## config.mk

```make
export PLATFORM = sky130hd
export DESIGN_NAME = alu_sequencer
export DESIGN_NICKNAME = d
export VERILOG_FILES = /design/src/rtl/alu_seq_pkg.sv /design/src/rtl/alu_regfile.sv /design/src/rtl/alu_sequencer.sv
export SDC_FILE = /design/constraint.sdc
export NUM_CORES = 1
export LEC_CHECK = 0
export BUFFER_PORTS_ARGS = -buffer_cell sky130_fd_sc_hd__clkbuf_2
export CAP_MARGIN = 30
export CORE_ASPECT_RATIO = 2
export CORE_MARGIN = 2
export CORE_UTILIZATION = 40
export CTS_CLUSTER_SIZE = 12
export DETAILED_ROUTE_END_ITERATION = 10
export GPL_TIMING_DRIVEN = 0
export PLACE_DENSITY_LB_ADDON = 0.05
export SETUP_SLACK_MARGIN = 0.5
export SLEW_MARGIN = 10
export SYNTH_ARGS = -nofsm -noshare
export SYNTH_HDL_FRONTEND = slang
export SYNTH_HIERARCHICAL = 1
export SYNTH_SLANG_ARGS = --single-unit
```

## constraint.sdc

```tcl
create_clock -name clk_i -period 3 [get_ports clk_i]
set_clock_uncertainty 0.2 [all_clocks]
set_input_delay 0.45 -clock clk_i [delete_from_list [all_inputs] [get_ports clk_i]]
set_output_delay 0.45 -clock clk_i [all_outputs]
set_load 0.02 [all_outputs]
```

## src/rtl/alu_seq_pkg.sv

```systemverilog
// Shared types for the ALU instruction sequencer: opcodes, FSM states,
// the instruction word layout and small decode helpers.
package alu_seq_pkg;

  typedef enum logic [3:0] {
    OP_ADD = 4'h0,
    OP_SUB = 4'h1,
    OP_SFL = 4'h2,
    OP_SFR = 4'h3,
    OP_INC = 4'h4,
    OP_DEC = 4'h5,
    OP_BNE = 4'h6,
    OP_BEQ = 4'h7,
    OP_BLT = 4'h8,
    OP_LHB = 4'h9,
    OP_JMP = 4'hA
  } opcode_e;

  localparam logic [3:0] OP_ILLEGAL_MIN = 4'b1011;

  typedef enum logic [2:0] {
    IDLE,
    FETCH,
    DECODE,
    EXECUTE,
    WRITEBACK,
    HALT
  } state_t;

  typedef struct packed {
    logic [3:0] op;
    logic [1:0] rd;
    logic [1:0] rs2;
    logic [7:0] imm8;
  } instr_t;

  function automatic logic op_is_illegal(input logic [3:0] op);
    return op >= OP_ILLEGAL_MIN;
  endfunction

  // Arithmetic/shift ops and LHB produce a register result; branches and JMP do not.
  function automatic logic op_writes_reg(input logic [3:0] op);
    return op inside {OP_ADD, OP_SUB, OP_SFL, OP_SFR, OP_INC, OP_DEC, OP_LHB};
  endfunction

endpackage

```

## src/rtl/alu_regfile.sv

```systemverilog
// Small architectural register file: two combinational operand reads,
// one combinational debug read and one synchronous write port.
module alu_regfile #(
  parameter int DATA_W   = 8,
  parameter int NUM_REGS = 4
) (
  input  logic                        clk_i,
  input  logic                        rst_ni,
  input  logic                        we_i,
  input  logic [$clog2(NUM_REGS)-1:0] waddr_i,
  input  logic [DATA_W-1:0]           wdata_i,
  input  logic [$clog2(NUM_REGS)-1:0] raddr1_i,
  output logic [DATA_W-1:0]           rdata1_o,
  input  logic [$clog2(NUM_REGS)-1:0] raddr2_i,
  output logic [DATA_W-1:0]           rdata2_o,
  input  logic [$clog2(NUM_REGS)-1:0] dbg_sel_i,
  output logic [DATA_W-1:0]           dbg_data_o
);

  logic [DATA_W-1:0] regs_q [NUM_REGS];

  // NOTE: this array is small and must read as zero after reset, so it is
  // built from flops with an async clear rather than inferred as a RAM.
  always_ff @(posedge clk_i or negedge rst_ni) begin
    if (!rst_ni) begin
      for (int i = 0; i < NUM_REGS; i++) begin
        regs_q[i] <= '0;
      end
    end else if (we_i) begin
      regs_q[waddr_i] <= wdata_i;
    end
  end

  assign rdata1_o   = regs_q[raddr1_i];
  assign rdata2_o   = regs_q[raddr2_i];
  assign dbg_data_o = regs_q[dbg_sel_i];

endmodule

```

## src/rtl/alu_sequencer.sv

```systemverilog
// Multi-cycle instruction sequencer driving an external 8-bit ALU:
// fetch, decode, execute, writeback; one instruction retires per 4+ cycles.
module alu_sequencer
  import alu_seq_pkg::*;
#(
  parameter int DATA_W   = 8,
  parameter int PC_W     = 8,
  parameter int NUM_REGS = 4
) (
  input  logic              clk_i,
  input  logic              rst_ni,
  input  logic              start_i,
  output logic              imem_req_o,
  output logic [PC_W-1:0]   imem_addr_o,
  input  logic [15:0]       imem_rdata_i,
  input  logic              imem_valid_i,
  output logic [3:0]        alu_inst_o,
  output logic [DATA_W-1:0] alu_reg1_o,
  output logic [DATA_W-1:0] alu_reg2_o,
  input  logic [DATA_W-1:0] alu_result_i,
  input  logic              alu_over_flag_i,
  input  logic              alu_branch_i,
  output logic              busy_o,
  output logic              halted_o,
  output logic              retire_o,
  output logic              carry_o,
  output logic [PC_W-1:0]   pc_o,
  input  logic [1:0]        dbg_sel_i,
  output logic [DATA_W-1:0] dbg_data_o
);

  localparam int IDX_W = $clog2(NUM_REGS);

  state_t            state_q, state_d;
  logic [PC_W-1:0]   pc_q, pc_d;
  instr_t            instr_q, instr_d;
  logic [DATA_W-1:0] res_q, res_d;
  logic              br_q, br_d;
  logic              ovf_q, ovf_d;
  logic              carry_q, carry_d;

  logic              rf_we;
  logic [DATA_W-1:0] rf_rdata1, rf_rdata2;

  alu_regfile #(
    .DATA_W  (DATA_W),
    .NUM_REGS(NUM_REGS)
  ) u_regfile (
    .clk_i     (clk_i),
    .rst_ni    (rst_ni),
    .we_i      (rf_we),
    .waddr_i   (IDX_W'(instr_q.rd)),
    .wdata_i   (res_q),
    .raddr1_i  (IDX_W'(instr_q.rd)),
    .rdata1_o  (rf_rdata1),
    .raddr2_i  (IDX_W'(instr_q.rs2)),
    .rdata2_o  (rf_rdata2),
    .dbg_sel_i (IDX_W'(dbg_sel_i)),
    .dbg_data_o(dbg_data_o)
  );

  // NOTE: every signal written here gets a default first, so no path through
  // the case statement can leave one unassigned and infer a latch.
  always_comb begin
    state_d    = state_q;
    pc_d       = pc_q;
    instr_d    = instr_q;
    res_d      = res_q;
    br_d       = br_q;
    ovf_d      = ovf_q;
    carry_d    = carry_q;
    rf_we      = 1'b0;
    imem_req_o = 1'b0;
    alu_inst_o = '0;
    alu_reg1_o = '0;
    alu_reg2_o = '0;

    unique case (state_q)
      IDLE, HALT: begin
        if (start_i) begin
          state_d = FETCH;
          pc_d    = '0;
        end
      end
      FETCH: begin
        imem_req_o = 1'b1;
        if (imem_valid_i) begin
          instr_d = instr_t'(imem_rdata_i);
          state_d = DECODE;
        end
      end
      DECODE: begin
        state_d = op_is_illegal(instr_q.op) ? HALT : EXECUTE;
      end
      EXECUTE: begin
        alu_inst_o = instr_q.op;
        // LHB loads its immediate through the ALU's first operand.
        alu_reg1_o = (instr_q.op == OP_LHB) ? DATA_W'(instr_q.imm8) : rf_rdata1;
        alu_reg2_o = rf_rdata2;
        res_d      = alu_result_i;
        br_d       = alu_branch_i;
        ovf_d      = alu_over_flag_i;
        state_d    = WRITEBACK;
      end
      WRITEBACK: begin
        rf_we = op_writes_reg(instr_q.op);
        if (instr_q.op == OP_ADD) begin
          carry_d = ovf_q;
        end
        pc_d    = br_q ? PC_W'(instr_q.imm8) : pc_q + 1'b1;
        state_d = FETCH;
      end
      default: state_d = IDLE;
    endcase
  end

  // NOTE: sequential state uses non-blocking assignments so every register
  // samples the pre-edge values, independent of statement order.
  always_ff @(posedge clk_i or negedge rst_ni) begin
    if (!rst_ni) begin
      state_q <= IDLE;
      pc_q    <= '0;
      instr_q <= '0;
      res_q   <= '0;
      br_q    <= 1'b0;
      ovf_q   <= 1'b0;
      carry_q <= 1'b0;
    end else begin
      state_q <= state_d;
      pc_q    <= pc_d;
      instr_q <= instr_d;
      res_q   <= res_d;
      br_q    <= br_d;
      ovf_q   <= ovf_d;
      carry_q <= carry_d;
    end
  end

  assign imem_addr_o = pc_q;
  assign pc_o        = pc_q;
  assign carry_o     = carry_q;
  assign busy_o      = state_q inside {FETCH, DECODE, EXECUTE, WRITEBACK};
  assign halted_o    = (state_q == HALT);
  assign retire_o    = (state_q == WRITEBACK);

endmodule

```

After elaboration in Yosys (flattened, before gate mapping)

Cells that the tools add are included.

Bits in registers: 70
Bits in latches: 0
RAM bits: 0
Bits in read-only memories: 0
Bits of input ports: 32
Output and inout bits: 49
Memories: 0

$add $sub $neg: 1
$mul: 0
Div/mod/pow operators: 0
Magnitude comparators: 5
Eq/ne operators: 13
Shift operators: 0
Multiplexer cells: 25
Bitwise gates (word level): 3
Reduce and logical (&&, ||, !) cells: 11

Operators with widths:

| cell                                                                  | count |
|---|---|
| 8-bit 2-to-1 mux                                                      | 12 |
| 8-bit binary-select mux with 2-bit select                             | 3 |
| 32-bit bitwise mux                                                    | 1 |
| 8-bit demux with 2-bit select                                         | 1 |
| 8-bit one-hot mux with 2 select lines                                 | 1 |
| 3-bit one-hot mux with 5 select lines                                 | 1 |
| 3-bit greater-or-equal comparator, second input constant              | 3 |
| 3-bit 2-to-1 mux                                                      | 3 |
| 2-bit inverter with 3-bit output                                      | 3 |
| 8-bit by 1-bit adder with 8-bit output, second input constant         | 1 |
| 4-bit by 2-bit equality test with 1-bit output, second input constant | 2 |
| 4-bit by 3-bit equality test with 1-bit output, second input constant | 2 |
| 2-bit AND reduction                                                   | 4 |
| 7-bit nonzero test                                                    | 1 |
| 3-bit by 2-bit equality test with 1-bit output, second input constant | 2 |
| 3-bit equality test, second input constant                            | 2 |
| 4-bit by 1-bit equality test with 1-bit output, second input constant | 1 |
| 4-bit equality test, second input constant                            | 1 |
| 4-bit greater-or-equal comparator, second input constant              | 1 |
| 4-bit zero test                                                       | 1 |
| 4-bit 2-to-1 mux                                                      | 1 |
| 2-bit inequality test, second input constant                          | 2 |
| 4-bit nonzero test                                                    | 1 |
| 3-bit by 1-bit equality test with 1-bit output, second input constant | 1 |
| 6 further kinds                                                       | 7 |

Logic depth before layout (Yosys ltp)

Gate-level depths: netlist of run 1.

Word-level depth: 6
Gate-level depth with buffers: 6
Gate-level depth less buffers: 6

By module

Netlist of run 1, hierarchy kept.

Modules (own cells, without submodules):

| module        | instances | cells each | area each (um2) | seq. area each (um2) |
|---|---|---|---|---|
| alu_sequencer | 1         | 206        | 2,047.0         | 950.9 |
| alu_regfile   | 1         | 98         | 1,779.2         | 800.8 |

Worst setup path after synthesis of run 1

Ideal clock, no wire load.

Kind: reg2reg
Start: register state_q[1]
End: register u_regfile/regs_q[24] in the netlist's numbering
Library setup time: 125 ps
Arrival time: 2,000 ps
Required time: 2,675 ps
Slack: 675 ps
Cell stages (with the launch flop): 6
Path buffers: 1
Path through: dfrtp_1 or3b_4 buf_6 nor2_1 nor3b_4 mux2_2

Word-level cells in the longest chain between the ends: 2

RTL lines:

| element                         | line                 | RTL |
|---|---|---|
| from (decl)                     | alu_sequencer.sv:34  | `state_t state_q, state_d;` |
| from (signal assigned)          | alu_sequencer.sv:129 | `state_q <= state_d;` |
| 3-bit equality test             | alu_sequencer.sv:78  | `unique case (state_q)` |
| 1-bit 2-to-1 mux                | alu_sequencer.sv:78  |  |
| named net rf_we                 | alu_sequencer.sv:42  | `logic rf_we;` |
| to (signal, indexed assignment) | alu_regfile.sv:30    | `regs_q[waddr_i] <= wdata_i;` |
| to (decl)                       | alu_regfile.sv:20    | `logic [DATA_W-1:0] regs_q [NUM_REGS];` |

The timed path passes the listed nets, and every way through them passes these cells.
A chain may end at the register's enable or synchronous reset.

Worst setup path after layout of run 1

Start: register instr_q[10] in the netlist's numbering
End: output port alu_reg1_o[3]

Word-level cells in the longest chain between the ends: 6

RTL lines:

| element                                                | line                 | RTL |
|---|---|---|
| from (decl)                                            | alu_sequencer.sv:36  | `instr_t instr_q, instr_d;` |
| from (signal assigned)                                 | alu_sequencer.sv:131 | `instr_q <= instr_d;` |
| 2-bit inverter with 3-bit output (not written as such) | alu_regfile.sv:34    | `assign rdata1_o = regs_q[raddr1_i];` |
| 8-bit binary-select mux with 2-bit select              | alu_regfile.sv:34    |  |
| 8-bit 2-to-1 mux (not written as such) (2 in a row)    | alu_regfile.sv:34    |  |
| named net rf_rdata1[3]                                 | alu_sequencer.sv:43  | `logic [DATA_W-1:0] rf_rdata1, rf_rdata2;` |
| 8-bit 2-to-1 mux                                       | alu_sequencer.sv:98  | `alu_reg1_o = (instr_q.op == OP_LHB) ? DATA_W'(instr_q.imm8) : rf_rdata1;` |
| 8-bit 2-to-1 mux                                       | alu_sequencer.sv:78  |  |
| to (decl)                                              | alu_sequencer.sv:18  | `output logic [DATA_W-1:0] alu_reg1_o,` |

The timed path passes the listed nets, and every way through them passes these cells. The select of a mux whose other input is x is not followed.

==> results of run 1 <==
## worst max-delay path: cells and delay by family, from the launching register on
family	cells	cell delay, ns
muxes	2	0.72
DFF	1	0.39
buffers and inverters	2	0.31
and+or+nand+nor	1	0.07
## power groups by stage
stage	Combinational, mW	Sequential [mW]	Clock [mW]
6_report	2.31	1.78	1.02
5_1_grt	2.52	1.87	1.08
4_1_cts	2.31	1.77	1.05
3_5_place_dp	2.23	1.80	0
3_3_place_gp	2.20	1.78	0
2_1_floorplan	1.65	1.71	0
## Yosys cell counts, types with 4 or more instances
library cell / n
dfrtp_1: 70
a21oi_1: 4
o21ai_0: 6
nand3_1: 4
o31ai_1: 4
nor2_1: 16
nand2_1: 37
mux2_2: 48
buf_4: 9
clkbuf_1: 5
mux4_2: 24
and3_1: 12
buf_2: 6
mux2i_1: 10
## layer usage
metal	global-route usage	part of all wire	up-vias
li1	-	-	1294
met1	0.216	0.37	1368
met2	0.366	0.58	58
met3	0.0269	0.030	19
met4	0.0897	0.025	0
met5	0	0	-
## final timing paths
path                                             end  cells past startpoint  slack (ns)    startpoint
worst max-delay path                   alu_reg1_o[3]                      5        0.53   instr_q[10]
worst min-delay path                            br_q                      3        0.11  alu_branch_i
worst min register to register                 ovf_q                      2        0.28         ovf_q
min in group asynchronous                 state_q[2]                      2        0.42        rst_ni
worst max register to register  u_regfile/regs_q[30]                      7        0.69    state_q[2]
max in group asynchronous       u_regfile/regs_q[16]                      3        1.58        rst_ni
## registers in the layout, summed over array words and instances, names as in the netlist
register and count:
ovf_q 1, imem_addr_o 8, br_q 1, state_q 3, u_regfile/regs_q 32, res_q 8
instr_q 16, carry_o 1
## what timing repair did
item / CTS / global route
setup endpoints to repair: 27 / 43
endpoints found under the hold margin: 29 / 0
resized for setup: 15 / 10
hold buffers: 1 / 0
buffers inserted: 2 / 1
pin swaps: 0 / 1
## layout make-up
cell class	count	area [um^2]
fill	845	4550
multi-input combinational	204	1930
sequential	70	1760
timing repair buffer	83	458
clock buffer	15	288
buffer	26	201
tap	104	130
inverter	4	16.3
## stage by stage
stage	cell area [um^2]	power, mW
after floorplan	3830	3.36
final	4770	5.12
after global placement	4350	3.98
after global routing	4770	5.46
after detailed placement	4370	4.02
after CTS	4740	5.13
## kinds of logic (layout without fill, tap and decap cells)
group / after synthesis / after routing / share of synthesized area
DFF: 70 / 70 / 0.458
adders and majority gates: 1 / 1 / 0.00327
and+or+nand+nor: 91 / 91 / 0.125
AOI/OAI and AO/OA: 25 / 25 / 0.0445
buffers and inverters: 30 / 128 / 0.0474
xor gates and xnor gates: 4 / 4 / 0.00916
muxes: 83 / 83 / 0.313
==> results.toml, run 1 <==
[outcome]
outcome = "complete, no violations"

[pwr]
p_clk_frac = 0.200
power.switching_mw = 1.91
ir_drop_mv = 0.529
power.leakage_nw = 2.26
p_seq_frac = 0.348
swShare = 0.374
internal-power_mw = 3.21
pwr-share-comb = 0.452
p_per_area_mw_per_mm2 = 1070

[synthesis]
ys_ff_latch = 70
postSynthNetCount = 337
synth_cell_type_count = 42
synth_area_mm2 = 0.00383
yosysTopAreaCellShare = 0.458
synth_ff_type = "dfrtp_1"
synth.avg_cell_area_um2 = 12.6
syn_inst = 304
ys_warn_count = 6
yosysTopAreaCell = "dfrtp_1"
synth_area_leaders = "dfrtp_1 (46%), mux2_2 (14%), mux4_2 (14%)"
synth_edf_count = 0
ys_seq_area_frac = 0.458
async_flop_share = 1.00

[global_routing]
grt_overflow = 0
grt_max_degree = 42
grt_pass1_wl_um = 15000
first_global_vias = 2778
grt_use_total = 0.199
antenna_found_initial = 0

[finish]
n_antenna_cell = 0
drive_gt1_frac = 0.520
final_cells = 506
nets = 431
final_cell_mix = "clkbuf_2 (80), dfrtp_1 (67), mux2_2 (48)"
utilization = 0.512
final_common_cell = "clkbuf_2"
syn2layout_area_growth_pct = 24.8

[clocking]
cts_sinks = 70
cts_tree = "built"
clk_latency_ns = 0.34
h-tree-depth = 3
cts-root-buf = "clkbuf_16"
cts_buffers = 9
cts_buffer_depth = 2
cts.clk_slew.worst_paths_ns = 0.06

[die]
die_area_mm2 = 0.0104
pin_count = 81
row_count = 50
initial_core_util = 0.410
fp.dieH_um = 142
die_w_um = 73.2
coreArea_mm2 = 0.00932

[place]
port_buffers = 78
pre_cts_slack_ns = 0.265
dpl.hpwl_um = 7100
finalWeightedCongestion = 0.804
dp_cells = 487

[critical_path]
path_cells = "buf_12 > mux4_2 > mux2i_1 > nor2_1 > clkbuf_2"
cp.arrival_ns = 1.82
worstSetupStartpointType = "flop"
endpoint_kind = "primary output"
slowest_stage = "mux4_2"
cp_slowest_stage_delay_ns = 0.55
required_ns = 2.35
crit_type = "reg -> out"
cp_max_fo = 8

[run]
max_cap_viol_count = 0

[sta]
setup_tns_ns = 0
tightestPinTransition_ns = 0.583
period_minus_slack_ns = 2.47
whs_ns = 0.107
finalCritPeriodShare = 0.825
setup_viol = 0
final.setup.worst_slack_ns = 0.526
max_freq_mhz = 404
hold_viol = 0
rsz0062_at_grt = "no"
slew_headroom = 0.611
drv_slew = 0

[hold_path]
hp-class = "in -> reg"

[route]
postRouteAntennaNets = 0
drc = 0
drtPass1Iterations = 4
routed_via_density = 5.41
num_vias = 2739
wl_per_cell_um = 19.0
drt-total-wl_um = 9600
drt_iter0_markers = 179
(Power assumes the default switching activity.)
==> inputs of run 2 (changes only) <==
- clock period: 3 -> 2.1 ns (I/O delays scaled with it)
==> run 2 against run 1 <==
Effect of this change:
- the flow now finishes with violations (negative setup slack)
- core utilization grew 13 points
- sequential share of layout area shrank 7.4 points
- worst hold slack lost 0.097 ns
- clock-buffer cell count shrank 4
- combinational power grew 120%
- wire length grew 21%
- critical path type unchanged
- largest power group unchanged
==> results.toml, run 2 (same netlist as run 1, synthesis figures left out) <==
[place]
placedInstanceArea_mm2 = 0.00443
port_buffers = 78
pre_cts_slack_ns = -0.442
dp_cells = 487
finalWeightedCongestion = 0.805
dpl.hpwl_um = 7220

[die]
initial_core_util = 0.410
coreArea_mm2 = 0.00932
die_area_mm2 = 0.0104
fp.dieH_um = 142
row_count = 50
pin_count = 81
die_w_um = 73.2

[sta]
drv_slew = 0
period_minus_slack_ns = 2.31
hold_viol = 0
setup_viol = 65
tightestPinTransition_ns = 0.389
setup_tns_ns = -4.80
max_freq_mhz = 433
whs_ns = 0.00974
slew_headroom = 0.740
finalCritPeriodShare = 1.10
rsz0062_at_grt = "yes"
final.setup.worst_slack_ns = -0.209

[route]
wl_per_cell_um = 20.9
routed_via_density = 5.39
drtPass1Iterations = 4
num_vias = 2999
drc = 0
drt-total-wl_um = 11600
drt_iter0_markers = 201
postRouteAntennaNets = 0

[pwr]
p_per_area_mw_per_mm2 = 1490
ir_drop_mv = 0.788
power.leakage_nw = 2.84

[outcome]
violations = "negative setup slack"
outcome = "complete, but fails checks"

[critical_path]
required_ns = 1.58
endpoint_kind = "primary output"
slowest_stage = "mux4_2"
worstSetupStartpointType = "flop"
path_cells = "buf_12 > mux4_2 > mux2i_1 > nor2_2 > buf_6"
cp.arrival_ns = 1.79
crit_type = "reg -> out"
r2r_cells = 7
r2r-start = "state_q[2]"
reg2reg_to = "u_regfile/regs_q[30]"
cp_slowest_stage_delay_ns = 0.55
cp_max_fo = 8
regToRegSetupSlack_ns = -0.14

[finish]
syn2layout_area_growth_pct = 57.1
final_common_cell = "dfrtp_1"
final_cell_mix = "dfrtp_1 (60), clkbuf_2 (44), mux2_4 (36)"
fillerInstances = 728
reg_top3 = "u_regfile/regs_q: 32 flops, instr_q: 16 flops"
final_cells = 556
largest_reg_flops = 32
top_register = "u_regfile/regs_q"
n_antenna_cell = 0
fin_area_mm2 = 0.00601
nets = 483
drive_gt1_frac = 0.670

[global_routing]
grt_pass1_wl_um = 16800
grt_max_degree = 48
antenna_found_initial = 0
first_global_vias = 3018
grt_overflow = 0
grt_use_total = 0.222

[hold_path]
hold_end = "instr_q[2]"
min_from = "imem_rdata_i[2]"
min_path_cells = 2
hp-class = "in -> reg"

[clocking]
cts_buffers = 9
clk_latency_ns = 0.34
cts.clk_slew.worst_paths_ns = 0.06
cts-root-buf = "clkbuf_16"
cts_buffer_depth = 2
cts_sinks = 70
h-tree-depth = 3
cts_tree = "built"

[run]
max_cap_viol_count = 0
## run 2: cell types whose count changed in the layout (fill, tap and decap cells not counted), moves of 9 or more
cell and delta:
buf_4 +18, nor2_1 -9, dlygate4sd3_1 +9, buf_6 +29, nand2_1 -14, mux2_4 +35
buf_8 +25, mux2_2 -35, and3_4 +10, clkbuf_2 -36, nand2_2 +13, and3_1 -10
## run 2: per-layer routing
layer  wire [um]  vias up  track usage
li1            -     1397            -
met1        4400     1501        0.256
met2        6560       83        0.402
met3         411       18       0.0382
met4         229        0       0.0780
met5           0        -            0
## run 2: worst max path at each step
stage	startpoint	endpoint	slack (ns)
after floorplan	state_q[1]	u_regfile/regs_q[24]	-0.07
after global placement	state_q[2]	alu_reg1_o[7]	-0.45
after detailed placement	state_q[2]	alu_reg1_o[1]	-0.44
after CTS	instr_q[10]	alu_reg1_o[1]	-0.23
after global routing	instr_q[10]	alu_reg1_o[6]	-0.26
final	instr_q[10]	alu_reg1_o[4]	-0.21
## run 2: through the flow
| step | power [mW] | utilization |
|---|---|---|
| after floorplan | 4.90 | - |
| after global placement | 5.78 | 0.472 |
| after detailed placement | 5.87 | 0.476 |
| after CTS | 8.39 | 0.600 |
| after global routing | 9.41 | 0.645 |
| final | 8.96 | 0.645 |
## run 2: what timing repair did
| item | 4_1_cts | 5_1_grt |
|---|---|---|
| endpoints found under the setup margin | 103 | 103 |
| pin swaps | 8 | 20 |
| endpoints found under the hold margin | 32 | 0 |
| setup buffers | 24 | 19 |
| cloned | 1 | 2 |
| resized for setup | 141 | 104 |
| hold buffers | 10 | 0 |
## run 2: power breakdown
group	internal, mW	leakage (nW)	switching [mW]
Clock	0.839	0.133	0.549
Sequential	1.95	0.857	0.624
Combinational	2.92	1.85	2.08
Total	5.71	2.84	3.26
## run 2: cell type report
cell class / instances / area (um^2) / area share
clock inverter: 2 / 10.0 / 0.00166
inverter: 4 / 20.0 / 0.00333
multi-input combinational: 204 / 2240 / 0.373
timing repair buffer: 135 / 1320 / 0.220
buffer: 26 / 270 / 0.0450
tap: 104 / 130 / 0.0216
clock buffer: 11 / 253 / 0.0420
sequential: 70 / 1760 / 0.293
## run 2: critical path, delay by kind of cell, from the launching register on
kind	cells	cell delay, ns
DFF	1	0.39
buffers and inverters	2	0.28
and+or+nand+nor	1	0.06
muxes	2	0.73
==> inputs of run 3 (changes only) <==
- ABC_AREA: not set -> 1
==> run 3 against run 2 <==
Effect of this change:
- the run still ends with negative setup slack left
- critical path type unchanged
- final cell count increased by 75%
- worst setup slack better by 0.14 ns
- first-iteration DRC count is 10% lower
- largest power group unchanged
- sequential power is 2% lower
==> results.toml, run 3 <==
[outcome]
outcome = "complete, but fails checks"
violations = "negative setup slack"

[finish]
final_common_cell = "nand2_1"
utilization = 0.711
fillerInstances = 887
drive_gt1_frac = 0.583
top_register = "u_regfile/regs_q"
final_cells = 972
largest_reg_flops = 32
final_cell_mix = "nand2_1 (146), nand2_2 (96), buf_4 (66)"
nets = 860
syn2layout_area_growth_pct = 75.5
reg_top3 = "u_regfile/regs_q: 32 flops, instr_q: 16 flops"
n_antenna_cell = 0

[pwr]
ir_drop_mv = 0.980
p_seq_frac = 0.224
p_per_area_mw_per_mm2 = 1460
pwr-share-comb = 0.636
finalPower_mw = 11.2
swShare = 0.472
power.leakage_nw = 3.80
internal-power_mw = 5.92
p_clk_frac = 0.140
power.switching_mw = 5.29

[sta]
whs_ns = 0.00792
rsz0062_at_grt = "yes"
drv_slew = 0
hold_viol = 0
slew_headroom = 0.647
final.setup.worst_slack_ns = -0.0725
max_freq_mhz = 460
period_minus_slack_ns = 2.17
setup_viol = 13
setup_tns_ns = -0.600
finalCritPeriodShare = 1.03
tightestPinTransition_ns = 0.530

[die]
die_area_mm2 = 0.0119
initial_core_util = 0.405
fp.dieH_um = 152
die_w_um = 78.0
coreArea_mm2 = 0.0108
pin_count = 81
row_count = 54

[synthesis]
synth_commonest_cells = "nand2_1 (270), nand3_1 (92), dfrtp_1 (70)"
yosysTopAreaCellShare = 0.400
yosysMostFrequentCell = "nand2_1"
syn_inst = 651
synth_cell_type_count = 26
synth.avg_cell_area_um2 = 6.73
ys_warn_count = 6
ys_seq_area_frac = 0.400
yosysTopAreaCell = "dfrtp_1"
ys_ff_latch = 70
synth_area_mm2 = 0.00438
async_flop_share = 1.00
postSynthNetCount = 684
synth_ff_type = "dfrtp_1"
synth_area_leaders = "dfrtp_1 (40%), nand2_1 (23%), nand3_1 (11%)"
synth_edf_count = 0

[route]
drc = 0
drt_iter0_markers = 181
num_vias = 5053
postRouteAntennaNets = 0
drtPass1Iterations = 4
drt-total-wl_um = 17600
wl_per_cell_um = 18.1
routed_via_density = 5.20

[critical_path]
cp.arrival_ns = 1.66
cp_max_fo = 6
critPathTopFamily = "buffers and inverters"
required_ns = 1.58
crit_type = "reg -> out"
cp_slowest_stage_delay_ns = 0.38
r2r-start = "state_q[2]"
path_buf_inv = 4
worstSetupStartpointType = "flop"
slowest_stage = "dfrtp_2"
endpoint_kind = "primary output"
path_cells = "buf_8 > inv_8 > buf_8 > nand2_1 > nand3_2 > nand2_2 > nand2_2 > a21oi_4 > buf_8"
reg2reg_to = "u_regfile/regs_q[6]"
r2r_cells = 12
regToRegSetupSlack_ns = 0.05
critical_path.most_common_cell = "buf_8"

[place]
dpl.hpwl_um = 11100
port_buffers = 78
finalWeightedCongestion = 0.880
dp_cells = 870

[hold_path]
min_from = "alu_result_i[1]"
min_path_cells = 3
hold_end = "res_q[1]"
hp-class = "in -> reg"

[global_routing]
first_global_vias = 5032
grt_max_degree = 56
grt_pass1_wl_um = 25400
grt_use_total = 0.278
antenna_found_initial = 0
grt_overflow = 0

[clocking]
cts_tree = "built"
cts_buffer_depth = 2
cts_buffers = 9
cts_sinks = 70
clk_latency_ns = 0.33
cts.clk_slew.worst_paths_ns = 0.06
h-tree-depth = 3
cts-root-buf = "clkbuf_16"

[run]
max_cap_viol_count = 0
==> run 3: cell types whose count changed after synthesis, moves of 16 or more <==
cell,before,now
nand4_1,1,17
nand3_1,4,92
nor2_1,16,43
mux2_2,48,0
mux4_2,24,0
inv_1,3,65
nand2_1,37,270
==> run 3: worst max-delay path by stage <==
stage	from	to	slack, ns	depth (start not counted)
6_report	instr_q[10]	alu_reg1_o[3]	-0.07	9
3_5_place_dp	state_q[1]	u_regfile/regs_q[6]	-0.07	11
3_3_place_gp	rst_ni	instr_q[10]	-0.25	1
5_1_grt	instr_q[10]	alu_reg1_o[4]	-0.13	8
2_1_floorplan	state_q[1]	u_regfile/regs_q[5]	0.13	11
4_1_cts	instr_q[10]	alu_reg1_o[0]	-0.10	8
==> run 3: what timing repair did <==
action / 4_1_cts / 5_1_grt
endpoints found under the setup margin: 93 / 108
hold buffers: 2 / 0
endpoints found under the hold margin: 18 / 0
gates resized for setup: 225 / 207
pin swaps: 32 / 77
cloned: 7 / 1
buffers inserted: 44 / 32
==> run 3: layer usage <==
layer | global-route usage | share of wire
met2 | 0.542 | 0.57
met4 | 0.168 | 0.071
met3 | 0.0368 | 0.036
met1 | 0.262 | 0.32
met5 | 0 | 0
==> run 3: cell families after synthesis <==
family,count (synthesis),synth area share
and+or+nand+nor,433,0.427
buffers and inverters,110,0.118
DFF,70,0.400
AOI/OAI and AO/OA,34,0.0468
xor gates and xnor gates,3,0.00600
adders and majority gates,1,0.00285
==> run 3: power groups by stage <==
stage | registers, mW | logic [mW] | clock network (mW)
after floorplan | 2.35 | 3.01 | 0
after global placement | 2.44 | 4.07 | 0
after detailed placement | 2.46 | 4.14 | 0
after CTS | 2.47 | 5.70 | 1.58
after global routing | 2.57 | 7.64 | 1.65
final | 2.51 | 7.14 | 1.57
==> run 3: worst min-delay path: cells and delay by family <==
kind | cells | cell delay (ns)
AND/OR/NAND/NOR | 2 | 0.12
buffers and inverters | 1 | 0.08
==> run 3: stage by stage <==
stage / setup slack (ns) / cell area, um^2
floorplan: 0.134 / 4660
global placement: -0.245 / 5220
detailed placement: -0.0653 / 5250
CTS: -0.103 / 6800
global route: -0.127 / 7690
finish: -0.0725 / 7690
==> run 3: final cells by class <==
type | instances | area (um^2) | area share
sequential | 70 | 1760 | 0.229
buffer | 38 | 427 | 0.0555
clock buffer | 9 | 225 | 0.0293
inverter | 72 | 308 | 0.0400
tap | 140 | 175 | 0.0228
timing repair buffer | 165 | 1600 | 0.208
clock inverter | 7 | 80.1 | 0.0104
multi-input combinational | 471 | 3110 | 0.405
